### src/rtl/fin_period_meter_pkg.sv
// rtl/fin_period_meter_pkg.sv - shared state encoding and measurement mode constants
package fin_period_meter_pkg;

   typedef enum logic [1:0] {
      IDLE = 2'd0,
      ARM  = 2'd1,
      MEAS = 2'd2
   } state_t;

   localparam logic [1:0] MODE_PERIOD = 2'b00;
   localparam logic [1:0] MODE_HALF   = 2'b01;
   localparam logic [1:0] MODE_HIGH   = 2'b10;
   localparam logic [1:0] MODE_LOW    = 2'b11;

   // Rise-to-rise modes: the stop edge of one sample is the start edge of the next.
   function automatic logic is_periodic(input logic [1:0] m);
      return (m == MODE_PERIOD) || (m == MODE_HALF);
   endfunction

endpackage

### src/rtl/fin_sync_edge.sv
// rtl/fin_sync_edge.sv - fin synchronizer plus delay flop with rise/fall detection
module fin_sync_edge #(
   parameter int SYNC_STAGES = 2
) (
   input  logic clk,
   input  logic reset,
   input  logic fin,
   output logic lvl,
   output logic rise,
   output logic fall
);

   logic [SYNC_STAGES-1:0] r_sync;
   logic                   r_dly;

   always_ff @(posedge clk) begin
      if (reset) begin
         r_sync <= '0;
         r_dly  <= 1'b0;
      end else begin
         r_sync <= {r_sync[SYNC_STAGES-2:0], fin};
         r_dly  <= r_sync[SYNC_STAGES-1];
      end
   end

   assign lvl  = r_sync[SYNC_STAGES-1];
   assign rise = lvl & ~r_dly;
   assign fall = ~lvl & r_dly;

endmodule

### src/rtl/fin_period_meter.sv
// rtl/fin_period_meter.sv - fin period/half/high/low time meter with averaging and saturation
module fin_period_meter
   import fin_period_meter_pkg::*;
#(
   parameter int CNT_W       = 16,
   parameter int AVG_LOG2    = 0,
   parameter int SYNC_STAGES = 2
) (
   input  logic             clk,
   input  logic             reset,
   input  logic             fin,
   input  logic             enable,
   input  logic [1:0]       mode,
   output logic [CNT_W-1:0] count_N,
   output logic             valid,
   output logic             overflow,
   output logic             busy
);

   localparam int ACC_W = CNT_W + AVG_LOG2;
   localparam int WIN_W = AVG_LOG2 + 1;
   localparam logic [WIN_W-1:0] WIN_FULL = WIN_W'(2 ** AVG_LOG2);
   localparam logic [CNT_W-1:0] CNT_MAX  = '1;

   state_t             r_state;
   logic [1:0]         r_mode;
   logic [CNT_W-1:0]   r_cnt;
   logic [ACC_W-1:0]   r_acc;
   logic [WIN_W-1:0]   r_win;
   logic [CNT_W-1:0]   r_count;
   logic               r_valid;
   logic               r_ovf;

   logic               w_lvl;
   logic               w_rise;
   logic               w_fall;
   logic               w_start;
   logic               w_stop;
   logic [CNT_W-1:0]   w_cnt_inc;
   logic [ACC_W-1:0]   w_acc_next;
   logic [WIN_W-1:0]   w_win_next;
   logic [CNT_W-1:0]   w_avg;
   logic [CNT_W-1:0]   w_result;

   fin_sync_edge #(
      .SYNC_STAGES(SYNC_STAGES)
   ) u_sync (
      .clk  (clk),
      .reset(reset),
      .fin  (fin),
      .lvl  (w_lvl),
      .rise (w_rise),
      .fall (w_fall)
   );

   assign w_start    = (r_mode == MODE_LOW)  ? w_fall : w_rise;
   assign w_stop     = (r_mode == MODE_HIGH) ? w_fall : w_rise;
   assign w_cnt_inc  = r_cnt + 1'b1;
   assign w_acc_next = r_acc + ACC_W'(w_cnt_inc);
   assign w_win_next = r_win + 1'b1;
   assign w_avg      = CNT_W'(w_acc_next >> AVG_LOG2);
   assign w_result   = (r_mode == MODE_HALF) ? (w_avg >> 1) : w_avg;

   always_ff @(posedge clk) begin
      if (reset) begin
         r_state <= IDLE;
         r_mode  <= MODE_PERIOD;
         r_cnt   <= '0;
         r_acc   <= '0;
         r_win   <= '0;
         r_count <= '0;
         r_valid <= 1'b0;
         r_ovf   <= 1'b0;
      end else begin
         r_valid <= 1'b0;
         if (!enable) begin
            r_state <= IDLE;
            r_cnt   <= '0;
            r_acc   <= '0;
            r_win   <= '0;
         end else begin
            case (r_state)
               IDLE: begin
                  r_state <= ARM;
                  r_mode  <= mode;
                  r_cnt   <= '0;
               end
               ARM: begin
                  if (w_start) begin
                     r_state <= MEAS;
                     r_cnt   <= '0;
                  end
               end
               MEAS: begin
                  if (w_stop) begin
                     r_cnt <= '0;
                     if (w_win_next == WIN_FULL) begin
                        // Window done: the new mode applies from here; chain only if both are rise-to-rise.
                        r_count <= w_result;
                        r_valid <= 1'b1;
                        r_ovf   <= 1'b0;
                        r_acc   <= '0;
                        r_win   <= '0;
                        r_mode  <= mode;
                        r_state <= (is_periodic(r_mode) && is_periodic(mode)) ? MEAS : ARM;
                     end else begin
                        r_acc   <= w_acc_next;
                        r_win   <= w_win_next;
                        r_state <= is_periodic(r_mode) ? MEAS : ARM;
                     end
                  end else if (w_cnt_inc == CNT_MAX) begin
                     r_count <= CNT_MAX;
                     r_ovf   <= 1'b1;
                     r_valid <= 1'b1;
                     r_acc   <= '0;
                     r_win   <= '0;
                     r_cnt   <= '0;
                     r_mode  <= mode;
                     r_state <= ARM;
                  end else begin
                     r_cnt <= w_cnt_inc;
                  end
               end
               default: r_state <= IDLE;
            endcase
         end
      end
   end

   assign count_N  = r_count;
   assign valid    = r_valid;
   assign overflow = r_ovf;
   assign busy     = (r_state != IDLE);

endmodule

### config.mk
export PLATFORM = sky130hd
export DESIGN_NAME = fin_period_meter
export DESIGN_NICKNAME = d
export VERILOG_FILES = /design/src/rtl/fin_period_meter_pkg.sv /design/src/rtl/fin_sync_edge.sv /design/src/rtl/fin_period_meter.sv
export SDC_FILE = /design/constraint.sdc
export NUM_CORES = 1
export LEC_CHECK = 0
export CORE_MARGIN = 8
export CORE_UTILIZATION = 45
export DETAILED_ROUTE_END_ITERATION = 7
export PLACE_DENSITY = 0.7
export SETUP_SLACK_MARGIN = 0.02
export SKIP_LAST_GASP = 1
export SLEW_MARGIN = 20
export SYNTH_ARGS = -nofsm -noshare
export SYNTH_HDL_FRONTEND = slang
export SYNTH_SLANG_ARGS = --single-unit
### constraint.sdc
create_clock -name clk -period 2.15 [get_ports clk]
set_input_delay 0.3225 -clock clk [delete_from_list [all_inputs] [get_ports clk]]
set_output_delay 0.3225 -clock clk [all_outputs]
set_load 0.005 [all_outputs]
==> load_flow_metrics.sql <==
INSERT INTO impl_metrics (metric_group, metric, value, unit) VALUES
('outcome', 'outcome', 'finished, violations left', ''),
('outcome', 'violated_checks', 'negative setup slack', ''),
('global_route', 'grt-busiest-layer', 'met2', ''),
('place', 'place_ws', '-99.6', 'ps'),
('cts', 'ctsHtreeMaxLevel', '2', ''),
('synthesis', 'synth-seq-cells', '41', ''),
('setup_path', 'rr_endpoint', 'r_cnt[10]', ''),
('route', 'drt_iter0_markers', '294', ''),
('power_and_ir_drop', 'clock_power_share', '0.432', ''),
('route', 'post_drt_via_cell_ratio', '6.02', ''),
('power_and_ir_drop', 'switching_portion_of_total_power', '0.228', ''),
('layout', 'share_of_the_core_filled_with_cells', '0.657', ''),
('setup_path', 'crit_path_end_kind', 'flip-flop', ''),
('global_route', 'maximum_number_of_pins_on_one_net_before_global_route_repair', '23', ''),
('synthesis', 'synth_top_cells_by_area', 'dfxtp_1, nand2_1, o21a_1', ''),
('synthesis', 'async_set_or_reset_register_ratio_after_synthesis', '0', ''),
('synthesis', 'post-synth-top-area-fraction', '0.320', ''),
('place', 'place.port_buffers', '24', ''),
('cts', 'cts.path.max_buffers', '2', ''),
('route', 'antenna_nets_post_route', '0', ''),
('min_path', 'worst_hold_path_type', 'reg -> reg', ''),
('setup_path', 'cp.arrival', '2470', 'ps'),
('floorplanning', 'fp.dieW', '91.6', 'um'),
('power_and_ir_drop', 'p_seq_frac', '0.480', ''),
('global_route', 'grt_pass1_wl', '13300', 'um'),
('synthesis', 'synthesis.nets', '339', ''),
('timing', 'layout_min_cycle_time', '2240', 'ps'),
('global_route', 'grt_use_met3', '0.0370', ''),
('floorplanning', 'floorplan_core_area', '5510', 'um^2'),
('setup_path', 'path_max_fanout', '7', ''),
('setup_path', 'regToRegStartpoint', 'r_cnt[0]', ''),
('synthesis', 'yosysSeqAreaShare', '0.320', ''),
('timing', 'relative_slew_slack', '0.725', ''),
('synthesis', 'synth-xor-area-share', '0.0239', ''),
('cts', 'clkSlewWorstSetupHoldPaths', '80', 'ps'),
('route', 'drt_first_pass_iters', '5', ''),
('power_and_ir_drop', 'p_int', '1.24', 'mW'),
('layout', 'area.sequential', '835', 'um^2'),
('synthesis', 'synthDistinctLibCells', '63', ''),
('synthesis', 'post-synth-top-area-cell', 'dfxtp_1', ''),
('global_route', 'grt_antenna_before_repair', '0', ''),
('global_route', 'met1_usage', '0.256', ''),
('min_path', 'timing.hold.worst_endpoint', 'u_sync.r_sync[1]', ''),
('timing', 'finalSetupViolations', '28', ''),
('min_path', 'worstHoldStart', 'u_sync.r_sync[0]', ''),
('synthesis', 'postSynth.topFlopCell', 'dfxtp_1', ''),
('timing', 'finClkSkew', '7.87', 'ps'),
('setup_path', 'regToRegSetupSlack', '-90', 'ps'),
('timing', 'drv_slew', '0', ''),
('synthesis', 'yosys-top-cells-count', 'nand2_1, dfxtp_1, nor2_1, a21oi_1', ''),
('layout', 'area_delta_synth_final', '40.9', '%'),
('synthesis', 'synth_enable_flop_cells', '0', ''),
('synthesis', 'post_synth_fa_ha_maj_area_fraction', '0.00974', ''),
('power_and_ir_drop', 'p_sw', '368', 'uW'),
('synthesis', 'syn_inst', '331', ''),
('timing', 'rsz_0062_raised_after_global_routing', 'true', ''),
('floorplanning', 'std_cell_rows', '27', ''),
('floorplanning', 'die_height', '91.6', 'um'),
('layout', 'multi_input_area', '1760', 'um^2'),
('cts', 'cts-root-buf', 'clkbuf_8', ''),
('cts', 'cts_tree', 'yes', ''),
('synthesis', 'syn-mean-instance-area', '7.76', 'um^2'),
('synthesis', 'post-synth-top-count-cell', 'nand2_1', ''),
('layout', 'fraction_of_layout_instances_using_a_drive_strength_above_1', '0.295', ''),
('min_path', 'holdPathStages', '1', ''),
('layout', 'antenna-diode-count', '0', ''),
('cts', 'holdBufCountCts', '0', ''),
('layout', 'nNetsFinal', '414', ''),
('timing', 'worst_slack', '-86.7', 'ps'),
('cts', 'cts_inserted_buffers', '5', ''),
('cts', 'cts_sinks', '41', '');
-- per-stage QoR --
stage / area [um^2] / hold WS, ps / instances
after floorplan: 2590 / 414 / 331
after global placement: 3290 / 422 / 464
after detailed placement: 3290 / 455 / 464
after CTS: 3510 / 467 / 478
after global routing: 3620 / 487 / 479
final: 3620 / 469 / 479
-- cell families (layout without fill, tap and decap cells) --
kind of cell,Yosys count,in the layout
AND/OR/NAND/NOR,149,149
AO/OA/AOI/OAI,102,102
flip-flops,41,41
buffers and inverters,28,104
XOR/XNOR,7,7
adder cells (fa/ha/maj),2,2
multiplexers,2,2
-- flip-flops by register name, indices dropped and copies added, names as in the netlist --
register       count
u_sync.r_sync      2
r_cnt             16
r_mode             2
valid              1
count_N           16
r_state            2
u_sync.r_dly       1
overflow           1
-- routing by layer --
metal / vias to the layer above / part of all wire / wire, um
met5: - / 0 / 0
met4: 0 / 0.022 / 187
met1: 1382 / 0.45 / 3730
li1: 1361 / - / -
met3: 20 / 0.065 / 541
met2: 120 / 0.47 / 3880
-- what timing repair did --
item	4_1_cts	5_1_grt
resized for setup	16	27
cloned	0	0
setup buffers	6	1
pin swaps	18	12
setup endpoints to repair	33	37
-- layout make-up --
type                    count  share of cell area
multi-input cells         262               0.487
repair buffers             91               0.216
clock inverters             2             0.00968
well taps                  72              0.0249
flip-flops and latches     41               0.231
clock buffers               6              0.0259
inverters                   5             0.00518
-- worst max-delay path, stage by stage, from the launching register on --
cell,delay (ps)
dfxtp_4,390
ha_4,150
and4_4,220
buf_6,100
nand4_1,140
o2111ai_2,260
o211ai_4,130
a31oi_4,360
nand2_2,140
buf_6,170
o21ai_2,110
-- worst max-delay path by stage --
stage	start	end	slack, ps	depth (start not counted)
finish	r_cnt[0]	r_cnt[10]	-90	10
global route	r_cnt[0]	r_cnt[10]	-170	10
CTS	r_cnt[1]	r_cnt[6]	-70	10
detailed placement	r_cnt[1]	r_mode[1]	-100	8
global placement	r_cnt[1]	r_mode[1]	-50	8
floorplan	r_cnt[0]	r_cnt[15]	20	8
-- cell usage in the layout (no fill, tap or decap), drive strengths merged, types with 3 or more instances in the layout --
master,count
o21ai,16
a221oi,4
nand2b,5
o21a,15
buf,67
a31oi,12
a21oi,20
nand2,53
xnor2,4
clkdlybuf4s50,24
o211ai,7
dfxtp,41
nor2,28
inv,5
xor2,3
nor2b,9
nand3,13
and2,8
nand4,9
clkbuf,6
a211oi,3
o32ai,3
and4,3
a41oi,4
nor3,9
-- power by group through the flow --
| stage | Sequential (mW) | Combinational (mW) | Clock (mW) |
|---|---|---|---|
| floorplan | 0.787 | 0.0820 | 0 |
| global placement | 0.789 | 0.133 | 0 |
| detailed placement | 0.790 | 0.136 | 0 |
| CTS | 0.772 | 0.138 | 0.704 |
| global route | 0.773 | 0.155 | 0.728 |
| finish | 0.772 | 0.143 | 0.695 |
No activity file was read; power rests on OpenSTA's default activity.
